File: config.mk
export PLATFORM = sky130hd
export DESIGN_NAME = lcd_pattern_gen_flat
export DESIGN_NICKNAME = d
export VERILOG_FILES = /design/src/rtl/lcd_pkg.sv /design/src/rtl/lcd_pattern_gen_if.sv /design/src/rtl/lcd_raster_counter.sv /design/src/rtl/lcd_pattern_gen.sv /design/src/flat_wrapper.sv
export SDC_FILE = /design/constraint.sdc
export NUM_CORES = 1
export LEC_CHECK = 0
export ABC_AREA = 1
export CAP_MARGIN = 5
export CORE_ASPECT_RATIO = 1.25
export CORE_MARGIN = 2
export CORE_UTILIZATION = 44
export DETAILED_ROUTE_END_ITERATION = 12
export SYNTH_ARGS = -nofsm -noshare
export SYNTH_HDL_FRONTEND = slang
export SYNTH_SLANG_ARGS = --single-unit
File: constraint.sdc
create_clock -name CLK -period 8.1 [get_ports CLK]
set_input_delay 1.62 -clock CLK [delete_from_list [all_inputs] [get_ports CLK]]
set_output_delay 1.62 -clock CLK [all_outputs]
set_load 0.01 [all_outputs]
File: src/rtl/lcd_pkg.sv
// Shared types and constants for the LCD pattern generator: RGB565 colours,
// bar palette, mode and state encodings, default raster geometry.
package lcd_pkg;

  localparam int DEF_H_RES     = 160;
  localparam int DEF_V_RES     = 80;
  localparam int DEF_BAR_W     = 20;
  localparam int DEF_CHK_SHIFT = 3;

  typedef logic [15:0] rgb565_t;

  localparam rgb565_t RGB_WHITE   = 16'hFFFF;
  localparam rgb565_t RGB_YELLOW  = 16'hFFE0;
  localparam rgb565_t RGB_CYAN    = 16'h07FF;
  localparam rgb565_t RGB_GREEN   = 16'h07E0;
  localparam rgb565_t RGB_MAGENTA = 16'hF81F;
  localparam rgb565_t RGB_RED     = 16'hF800;
  localparam rgb565_t RGB_BLUE    = 16'h001F;
  localparam rgb565_t RGB_BLACK   = 16'h0000;

  typedef enum logic [1:0] {
    MODE_SOLID    = 2'd0,
    MODE_BARS     = 2'd1,
    MODE_CHECKER  = 2'd2,
    MODE_GRADIENT = 2'd3
  } mode_e;

  typedef enum logic [1:0] {
    ST_IDLE   = 2'd0,
    ST_LOAD   = 2'd1,
    ST_STREAM = 2'd2,
    ST_DONE   = 2'd3
  } state_e;

  // Classic eight-bar test pattern, left to right.
  function automatic rgb565_t bar_color(input logic [2:0] idx);
    rgb565_t c;
    case (idx)
      3'd0:    c = RGB_WHITE;
      3'd1:    c = RGB_YELLOW;
      3'd2:    c = RGB_CYAN;
      3'd3:    c = RGB_GREEN;
      3'd4:    c = RGB_MAGENTA;
      3'd5:    c = RGB_RED;
      3'd6:    c = RGB_BLUE;
      default: c = RGB_BLACK;
    endcase
    return c;
  endfunction

endpackage

File: src/rtl/lcd_pattern_gen_if.sv
// Pixel stream between the pattern generator (master) and the LCD SPI driver (slave).
interface lcd_pattern_gen_if;

  logic        PIX_VALID;
  logic        PIX_READY;
  logic [15:0] PIX_DATA;
  logic        PIX_SOF;
  logic        PIX_EOF;

  modport master (
    output PIX_VALID,
    output PIX_DATA,
    output PIX_SOF,
    output PIX_EOF,
    input  PIX_READY
  );

  modport slave (
    input  PIX_VALID,
    input  PIX_DATA,
    input  PIX_SOF,
    input  PIX_EOF,
    output PIX_READY
  );

endinterface

File: src/rtl/lcd_raster_counter.sv
// Raster position counters (x, y, bar index/sub-count, pixel count) without dividers.
// The nxt_* outputs give the position that will be held after the coming clock edge.
module lcd_raster_counter
  import lcd_pkg::*;
#(
  parameter int H_RES = DEF_H_RES,
  parameter int V_RES = DEF_V_RES,
  parameter int BAR_W = DEF_BAR_W
) (
  input  logic       CLK,
  input  logic       RST_N,
  input  logic       clear,
  input  logic       advance,
  output logic [7:0] nxt_x,
  output logic [7:0] nxt_y,
  output logic [2:0] nxt_bar,
  output logic       nxt_is_first,
  output logic       nxt_is_last
);

  localparam int TOTAL = H_RES * V_RES;

  logic [7:0]  x, y, sub;
  logic [2:0]  bar;
  logic [13:0] cnt;
  logic [7:0]  nxt_sub;
  logic [13:0] nxt_cnt;

  // Clear wins over advance; the line wrap also realigns the bar counters.
  always_comb begin
    nxt_x   = x;
    nxt_y   = y;
    nxt_sub = sub;
    nxt_bar = bar;
    nxt_cnt = cnt;
    if (clear) begin
      nxt_x   = '0;
      nxt_y   = '0;
      nxt_sub = '0;
      nxt_bar = '0;
      nxt_cnt = '0;
    end else if (advance) begin
      nxt_cnt = cnt + 14'd1;
      if (x == 8'(H_RES - 1)) begin
        nxt_x   = '0;
        nxt_y   = y + 8'd1;
        nxt_sub = '0;
        nxt_bar = '0;
      end else begin
        nxt_x = x + 8'd1;
        if (sub == 8'(BAR_W - 1)) begin
          nxt_sub = '0;
          nxt_bar = bar + 3'd1;
        end else begin
          nxt_sub = sub + 8'd1;
        end
      end
    end
  end

  always_ff @(posedge CLK) begin
    if (!RST_N) begin
      x   <= '0;
      y   <= '0;
      sub <= '0;
      bar <= '0;
      cnt <= '0;
    end else begin
      x   <= nxt_x;
      y   <= nxt_y;
      sub <= nxt_sub;
      bar <= nxt_bar;
      cnt <= nxt_cnt;
    end
  end

  assign nxt_is_first = (nxt_cnt == 14'd0);
  assign nxt_is_last  = (nxt_cnt == 14'(TOTAL - 1));

endmodule

File: src/rtl/lcd_pattern_gen.sv
// Frame-at-a-time RGB565 test pattern source feeding the ST7735 SPI driver.
// Optional feature macro: GRADIENT_EN (mode 3 gradient plus frame counter).
module lcd_pattern_gen
  import lcd_pkg::*;
#(
  parameter int H_RES     = DEF_H_RES,
  parameter int V_RES     = DEF_V_RES,
  parameter int BAR_W     = DEF_BAR_W,
  parameter int CHK_SHIFT = DEF_CHK_SHIFT
) (
  input  logic              CLK,
  input  logic              RST_N,
  input  logic              START,
  input  logic [1:0]        MODE,
  input  logic [15:0]       COLOR,
  output logic              BUSY,
  output logic              FRAME_DONE,
  lcd_pattern_gen_if.master pix
);

  state_e  state, state_nxt;
  mode_e   mode_q, mode_sel;
  rgb565_t color_q, color_sel, pix_nxt;

  logic       xfer, advance, clear;
  logic [7:0] nxt_x, nxt_y;
  logic [2:0] nxt_bar;
  logic       nxt_is_first, nxt_is_last;

  // The last pixel is never advanced past, so the counters stay in range after the frame.
  assign xfer    = pix.PIX_VALID && pix.PIX_READY;
  assign advance = xfer && !pix.PIX_EOF;
  assign clear   = (state == ST_LOAD);

  lcd_raster_counter #(
    .H_RES (H_RES),
    .V_RES (V_RES),
    .BAR_W (BAR_W)
  ) u_raster (
    .CLK          (CLK),
    .RST_N        (RST_N),
    .clear        (clear),
    .advance      (advance),
    .nxt_x        (nxt_x),
    .nxt_y        (nxt_y),
    .nxt_bar      (nxt_bar),
    .nxt_is_first (nxt_is_first),
    .nxt_is_last  (nxt_is_last)
  );

`ifdef GRADIENT_EN
  logic [7:0] frame_cnt;

  always_ff @(posedge CLK) begin
    if (!RST_N) begin
      frame_cnt <= '0;
    end else if (state == ST_DONE) begin
      frame_cnt <= frame_cnt + 8'd1;
    end
  end

  logic unused_bits;
  assign unused_bits = ^{nxt_x, nxt_y, frame_cnt[7:5]};
`else
  logic unused_bits;
  assign unused_bits = ^{nxt_x, nxt_y};
`endif

  always_comb begin
    state_nxt = state;
    case (state)
      ST_IDLE:   if (START) state_nxt = ST_LOAD;
      ST_LOAD:   state_nxt = ST_STREAM;
      ST_STREAM: if (xfer && pix.PIX_EOF) state_nxt = ST_DONE;
      ST_DONE:   state_nxt = ST_IDLE;
      default:   state_nxt = ST_IDLE;
    endcase
  end

  // In LOAD the live MODE/COLOR inputs are used, since they are being latched on this same edge.
  always_comb begin
    mode_sel  = (state == ST_LOAD) ? mode_e'(MODE) : mode_q;
    color_sel = (state == ST_LOAD) ? COLOR : color_q;
    pix_nxt   = color_sel;
    case (mode_sel)
      MODE_SOLID:   pix_nxt = color_sel;
      MODE_BARS:    pix_nxt = bar_color(nxt_bar);
      MODE_CHECKER: pix_nxt = (nxt_x[CHK_SHIFT] ^ nxt_y[CHK_SHIFT]) ? RGB_BLACK : RGB_WHITE;
`ifdef GRADIENT_EN
      MODE_GRADIENT: pix_nxt = {nxt_x[7:3], nxt_y[6:1], frame_cnt[4:0]};
`else
      MODE_GRADIENT: pix_nxt = color_sel;
`endif
      default:      pix_nxt = color_sel;
    endcase
  end

  always_ff @(posedge CLK) begin
    if (!RST_N) begin
      state         <= ST_IDLE;
      mode_q        <= MODE_SOLID;
      color_q       <= '0;
      BUSY          <= 1'b0;
      FRAME_DONE    <= 1'b0;
      pix.PIX_VALID <= 1'b0;
      pix.PIX_DATA  <= '0;
      pix.PIX_SOF   <= 1'b0;
      pix.PIX_EOF   <= 1'b0;
    end else begin
      state         <= state_nxt;
      BUSY          <= (state_nxt != ST_IDLE);
      FRAME_DONE    <= (state_nxt == ST_DONE);
      pix.PIX_VALID <= (state_nxt == ST_STREAM);
      if (state == ST_LOAD) begin
        mode_q  <= mode_e'(MODE);
        color_q <= COLOR;
      end
      if (clear || advance) begin
        pix.PIX_DATA <= pix_nxt;
        pix.PIX_SOF  <= nxt_is_first;
        pix.PIX_EOF  <= nxt_is_last;
      end else if (state_nxt == ST_DONE) begin
        pix.PIX_DATA <= '0;
        pix.PIX_SOF  <= 1'b0;
        pix.PIX_EOF  <= 1'b0;
      end
    end
  end

endmodule

File: src/flat_wrapper.sv
// flat-port wrapper written by rule: the top's interface ports become plain ports
module lcd_pattern_gen_flat import lcd_pkg::*;
#(
  parameter int H_RES     = DEF_H_RES,
  parameter int V_RES     = DEF_V_RES,
  parameter int BAR_W     = DEF_BAR_W,
  parameter int CHK_SHIFT = DEF_CHK_SHIFT
)
  (CLK, RST_N, START, MODE, COLOR, BUSY, FRAME_DONE, pix_PIX_VALID, pix_PIX_DATA, pix_PIX_SOF, pix_PIX_EOF, pix_PIX_READY);
  lcd_pattern_gen_if pix_i ();
  input  logic CLK;
  input  logic RST_N;
  input  logic START;
  input  logic [1:0] MODE;
  input  logic [15:0] COLOR;
  output logic BUSY;
  output logic FRAME_DONE;
  output wire logic [$bits(pix_i.PIX_VALID)-1:0] pix_PIX_VALID;
  output wire logic [$bits(pix_i.PIX_DATA)-1:0] pix_PIX_DATA;
  output wire logic [$bits(pix_i.PIX_SOF)-1:0] pix_PIX_SOF;
  output wire logic [$bits(pix_i.PIX_EOF)-1:0] pix_PIX_EOF;
  input wire logic [$bits(pix_i.PIX_READY)-1:0] pix_PIX_READY;
  assign pix_PIX_VALID = pix_i.PIX_VALID;
  assign pix_PIX_DATA = pix_i.PIX_DATA;
  assign pix_PIX_SOF = pix_i.PIX_SOF;
  assign pix_PIX_EOF = pix_i.PIX_EOF;
  assign pix_i.PIX_READY = pix_PIX_READY;
  lcd_pattern_gen #(.H_RES(H_RES), .V_RES(V_RES), .BAR_W(BAR_W), .CHK_SHIFT(CHK_SHIFT)) u_core (.CLK(CLK), .RST_N(RST_N), .START(START), .MODE(MODE), .COLOR(COLOR), .BUSY(BUSY), .FRAME_DONE(FRAME_DONE), .pix(pix_i));
endmodule
* Yosys cells after proc, flatten, opt, wreduce, memory -nomap -nowiden
Cells that the tools add are included.
Word-level totals: register bits 82, bits of input ports 22, output and inout port bits 21, word-level logic and storage cells 81
Cells by class: add/sub/neg operators 5, eq/ne operators 17, mux-type cells 27, bitwise gates (word level) 2, reduce and logical (&&, ||, !) cells 14
Operators by type and width (number):
- 16-bit case mux with 7 select lines | 1
- 16-bit two-way mux | 4
- 16-bit case mux with 3 select lines | 1
- 14-bit two-way mux | 2
- 8-bit by 1-bit adder with 8-bit output, second input constant | 3
- 8-bit two-way mux | 3
- 4-bit two-way mux | 5
- 14-bit by 1-bit adder with 14-bit output, second input constant | 1
- 14-bit == test, second input constant | 1
- 14-bit zero test | 1
- 2-bit == test, second input constant | 6
- 3-bit two-way mux | 4
- 3-bit == test, second input constant | 3
- 8-bit by 5-bit == test with 1-bit output, second input constant | 1
- 8-bit == test, second input constant | 1
- 2-bit case mux with 4 select lines | 1
- 3-bit by 2-bit == test with 1-bit output, second input constant | 2
- 2-bit two-way mux | 3
- 2-bit by 1-bit == test with 1-bit output, second input constant | 2
- 2-bit zero test | 2
- 2-bit nonzero test | 2
- 2-bit OR reduction | 2
- 3-bit by 1-bit adder with 3-bit output, second input constant | 1
- 3-bit by 1-bit == test with 1-bit output, second input constant | 1
- 8 further kinds | 12

* Logic depth before layout (Yosys ltp)
word-level depth 9, depth in mapped cells 16, mapped depth without buffers 13

* By module
From an unflattened synthesis, not the netlist that was laid out.
Second synthesis, totals: cells, all modules 565, area total of the unflattened synthesis 4261.6 sq um
Modules (own cells, without submodules):
- lcd_raster_counter | instances 1, cells an instance 343, area each 2333.5 sq um, seq. area each 820.8 sq um
- lcd_pattern_gen | instances 1, cells an instance 222, area each 1928.1 sq um, seq. area each 820.8 sq um

* Worst setup path before layout
No wires, ideal clock.
kind input to register, from input port MODE[1], to register u_core.pix.PIX_DATA[11], library setup time 0.140 ns, arrival 3.072 ns, required time 7.960 ns, slack 4.887 ns, stages 11, buffers on the path 1, cells stage by stage or2_2 -> o21ai_0 -> inv_1 -> ha_1 -> inv_1 -> clkbuf_1 -> nor2_1 -> nor2_1 -> nand2_1 -> nand2_1 -> a21oi_2
On the way: longest elaborated chain between the ends 5, elaborated cells on any way between the ends 8, classes of those cells eq/ne: 3; mux: 3; reduce/logical: 2
Ends and longest elaborated chain:
- from (decl) | line flat_wrapper.sv:14 | input logic [1:0] MODE;
- 2-bit two-way mux *
- named net u_core.mode_sel[1] | line lcd_pattern_gen.sv:22 | mode_e mode_q, mode_sel;
- 2-bit == test or 2-bit zero test (tied branches) | line lcd_pattern_gen.sv:85 | case (mode_sel)
- 2-bit OR reduction (no line)
- 16-bit case mux with 3 select lines * | line lcd_pattern_gen.sv:85
- 16-bit two-way mux * | line lcd_pattern_gen.sv:118 | if (clear || advance) begin
- to (signal assigned) | line lcd_pattern_gen.sv:119 | pix.PIX_DATA <= pix_nxt;
- to (decl) | line lcd_pattern_gen_if.sv:12 | output PIX_DATA,
The timed path passes the listed nets; every way through them passes the cells marked *. A chain may end at the register's enable or synchronous reset.

* Worst setup path in the final report
from input port pix_PIX_READY, to register u_core.pix.PIX_DATA[1]
On the way: longest elaborated chain between the ends 8, elaborated cells on any way between the ends 26, classes of those cells eq/ne: 7; mux: 12; bitwise: 1; reduce/logical: 6
Ends and longest elaborated chain:
- from (decl) | line flat_wrapper.sv:22 | input wire logic [$bits(pix_i.PIX_READY)-1:0] pix_PIX_READY;
- 1-bit logical AND * | line lcd_pattern_gen.sv:31 | assign xfer = pix.PIX_VALID && pix.PIX_READY;
- 1-bit logical AND | line lcd_pattern_gen.sv:32 | assign advance = xfer && !pix.PIX_EOF;
- 3-bit two-way mux or 4-bit two-way mux (tied branches) | line lcd_raster_counter.sv:42 | end else if (advance) begin
- 3-bit two-way mux or 4-bit two-way mux (tied branches) | line lcd_raster_counter.sv:36 | if (clear) begin
- 3-bit == test (tied with other cells) | line lcd_pkg.sv:38 | case (idx)
- 16-bit case mux with 7 select lines or 16-bit two-way mux (tied branches) | line lcd_pkg.sv:38, lcd_pattern_gen.sv:88
- 16-bit case mux with 3 select lines | line lcd_pattern_gen.sv:85
- 16-bit two-way mux | line lcd_pattern_gen.sv:118
Mark *: on every way between the ends. The rest lies on a longest branch, timed or not.

==> metrics <==
CTS tree=done; RR Startpoint=u_core.state[1]; worst setup margin=4.504 ns; post-synthesis cell type count=45; drc violations=0; Pre-antenna DRT Iters=4; register area share after synthesis=0.3959; Critical Path Source Type=input pin; Post-Syn Area=0.003944 mm2; post-synth net total=575; core box area=0.008701 mm2; Worst Skew=0.007682 ns; via-per-instance ratio=4.797; DR iter-0 viols=133; Num CTS Buffers=9; R2R Path End=u_core.pix.PIX_DATA[11]; vias in the first global route=about 3,300; total of fill cells in the finished design=910; RSZ-0062 raised after global routing=false; crit path time final=approximately 3.6 ns; Reg2Reg Setup Slack=5.04 ns; Worst EP arrival=3.87 ns; layout cell share with drive strength beyond 1=0.09556; hold path depth=2; Initial Util=0.4533; Synth Register Bits=78; area of the multi-input gates=around 0.0021 mm2; Mean Syn Cell Area=7.263 um2; Overall Global Routing Usage=0.1960; Worst slew margin=0.4786; die area=0.009742 mm2; port bufs=42; worst reg2reg path depth=12; hold path endpoint=u_core.pix.PIX_DATA[5]; wire per inst=12.45 um; Final #Nets=613; I/O pin count=43; CTS H-Tree Depth=3; Worst-Skew Late Latency=0.35 ns; YS warnings=0; clock-pin slew on the worst setup and hold paths=around 0.080 ns; gr ovfl total=0; Slew Limit Fails=0; routability-driven placement congestion ratio=0.8578; dpl hpwl=6316 um; Tcrit/Tclk final=0.4440; Register Area=roughly 0.0016 mm2; worst-margin pin slew=approximately 0.78 ns; Clock Path Buffers=2; synthesized instance count=about 540; CP endpoint kind=register; initial antenna violation count=0; ant diodes=0; post-CTS resize count=0; required time of the critical path=8.38 ns; Cell Rows=38; pwr/cell area=roughly 210 mW/mm2; DRT Wirelength=8787 um; area growth from synthesis to layout=17.61%; hold_buf cts=0; Die Span X=88.68 um; global-route wire length before repair=14,850 um; Pleak=1.914 nW; Hold Vio Cnt, Final=0; antenna-violating nets left=0; Die H=109.9 um; achievable frequency=278.1 MHz; Peak VDD IR=0.1041 mV; setup TNS=0 ns; CTS Sinks=78; largest net degree at the start of global routing=47; crit-path max FO=21; setup slack at placement=about 4.2 ns; min-delay src=u_core.pix.PIX_DATA[5]; Final setup viols=0; critical path class=input pin to register; setup bufs post-CTS=0; status=completed; hold crit path type=register to register; vias=3,387; Max Cap Viol=0; clk root buf=clkbuf_8; Total Power=0.9910 mW
-- routing by layer --
metal	up-vias	GRT usage	share of wire
met1	1540	0.2317	0.45
met4	0	0.06926	0.0092
met2	51	0.3422	0.50
li1	1790	-	-
met3	6	0.04655	0.040
met5	-	0	0
-- worst max-delay path by stage --
stage | startpoint | cells after the start | to | slack [ns]
global route | pix_PIX_READY | 9 | u_core.pix.PIX_DATA[4] | 4.29
global placement | pix_PIX_READY | 9 | u_core.pix.PIX_DATA[2] | 4.20
finish | pix_PIX_READY | 9 | u_core.pix.PIX_DATA[1] | 4.50
detailed placement | pix_PIX_READY | 9 | u_core.pix.PIX_DATA[2] | 4.18
CTS | pix_PIX_READY | 11 | u_core.pix.PIX_DATA[11] | 4.55
floorplan | MODE[1] | 11 | u_core.pix.PIX_DATA[11] | 4.89
-- sequential cells by signal, summed over array words and instances (netlist names), 3 cells and up --
name / count
u_core.u_raster.cnt: 14
u_core.pix.PIX_DATA: 16
u_core.u_raster.y: 4
u_core.u_raster.x: 8
u_core.color_q: 16
u_core.u_raster.bar: 3
u_core.u_raster.sub: 8
-- power by group --
part           leakage (nW)  internal (mW)  switching (mW)
sequential            0.633          0.411          0.0145
clock                 0.107          0.176           0.153
combinational          1.17         0.0930           0.144
-- placed cells by master (no fill, tap or decap), types with 2 or more instances in the layout --
cell	count
nor2_4	3
nor3_1	4
xor2_1	5
dfxtp_1	78
clkbuf_8	9
mux2i_1	16
xnor2_1	2
nand2_2	3
nand3_1	30
nand2_1	124
nor2_8	2
and3_1	2
a21oi_1	15
nand4_2	2
nand4_1	7
nor3_2	2
ha_1	10
o21ai_1	2
buf_4	2
inv_1	51
nand2_4	3
bufinv_16	2
inv_2	3
nor3b_1	2
a21oi_2	11
clkdlybuf4s50_1	42
or2_2	3
o21bai_1	2
o21ai_0	13
clkinv_4	2
nor2_1	117
clkinv_1	2
-- cells in the mapped netlist, drive strengths merged --
cell type  instances  share of area
a211o              1         0.0022
a211oi             1         0.0019
a21boi             1         0.0029
a21oi             27          0.048
a31o               1         0.0022
and3               2         0.0032
buf                9          0.021
clkbuf             8         0.0076
clkinv             2         0.0019
dfxtp             78           0.40
ha                10          0.032
inv               54          0.051
mux2i             16          0.041
nand2            130           0.13
nand3             32          0.045
nand3b             1         0.0019
nand4              9          0.017
nor2             123           0.13
nor3               6          0.010
nor3b              2         0.0038
nor4               1         0.0016
o21ai             16          0.021
o21bai             2         0.0038
o22ai              1         0.0016
or2                3         0.0048
xnor2              2         0.0044
xor2               5          0.011
-- cell families (layout without fill, tap and decap cells) --
logic type,Yosys count,count (layout),synth area share
flops,78,78,0.3959
fa+ha+maj,10,10,0.03173
xor+xnor,7,7,0.01555
buf+inv,73,116,0.08185
simple gates,309,309,0.3509
compound gates,50,50,0.08344
mux,16,16,0.04061
-- worst max-delay path: stages --
cell and delay [ns]:
clkdlybuf4s50_1 0.55, nand2_2 0.09, nor2_4 0.53, nand2_1 0.23, xor2_1 0.25, nor2_1 0.06, nor2_1 0.29, nand2_1 0.10
a21oi_1 0.13
-- through the flow --
step           utilization  instance area, um2  hold slack, ns  std cells
2_1_floorplan            -                3944          0.4520        543
6_report            0.5331                4638          0.4730        706
4_1_cts             0.5331                4638          0.4739        706
3_5_place_dp        0.5076                4417          0.4584        690
5_1_grt             0.5331                4638          0.4894        706
3_3_place_gp        0.5076                4417          0.4568        690
-- area by class of cell --
| class | count | share of cell area |
|---|---|---|
| clock buffers | 10 | 0.02752 |
| multi-input cells | 392 | 0.4440 |
| flip-flops and latches | 78 | 0.3367 |
| repair buffers | 44 | 0.09388 |
| clock inverters | 6 | 0.02023 |
| well taps | 120 | 0.03237 |
| inverters | 56 | 0.04532 |
No activity file was read; power rests on OpenSTA's default activity.
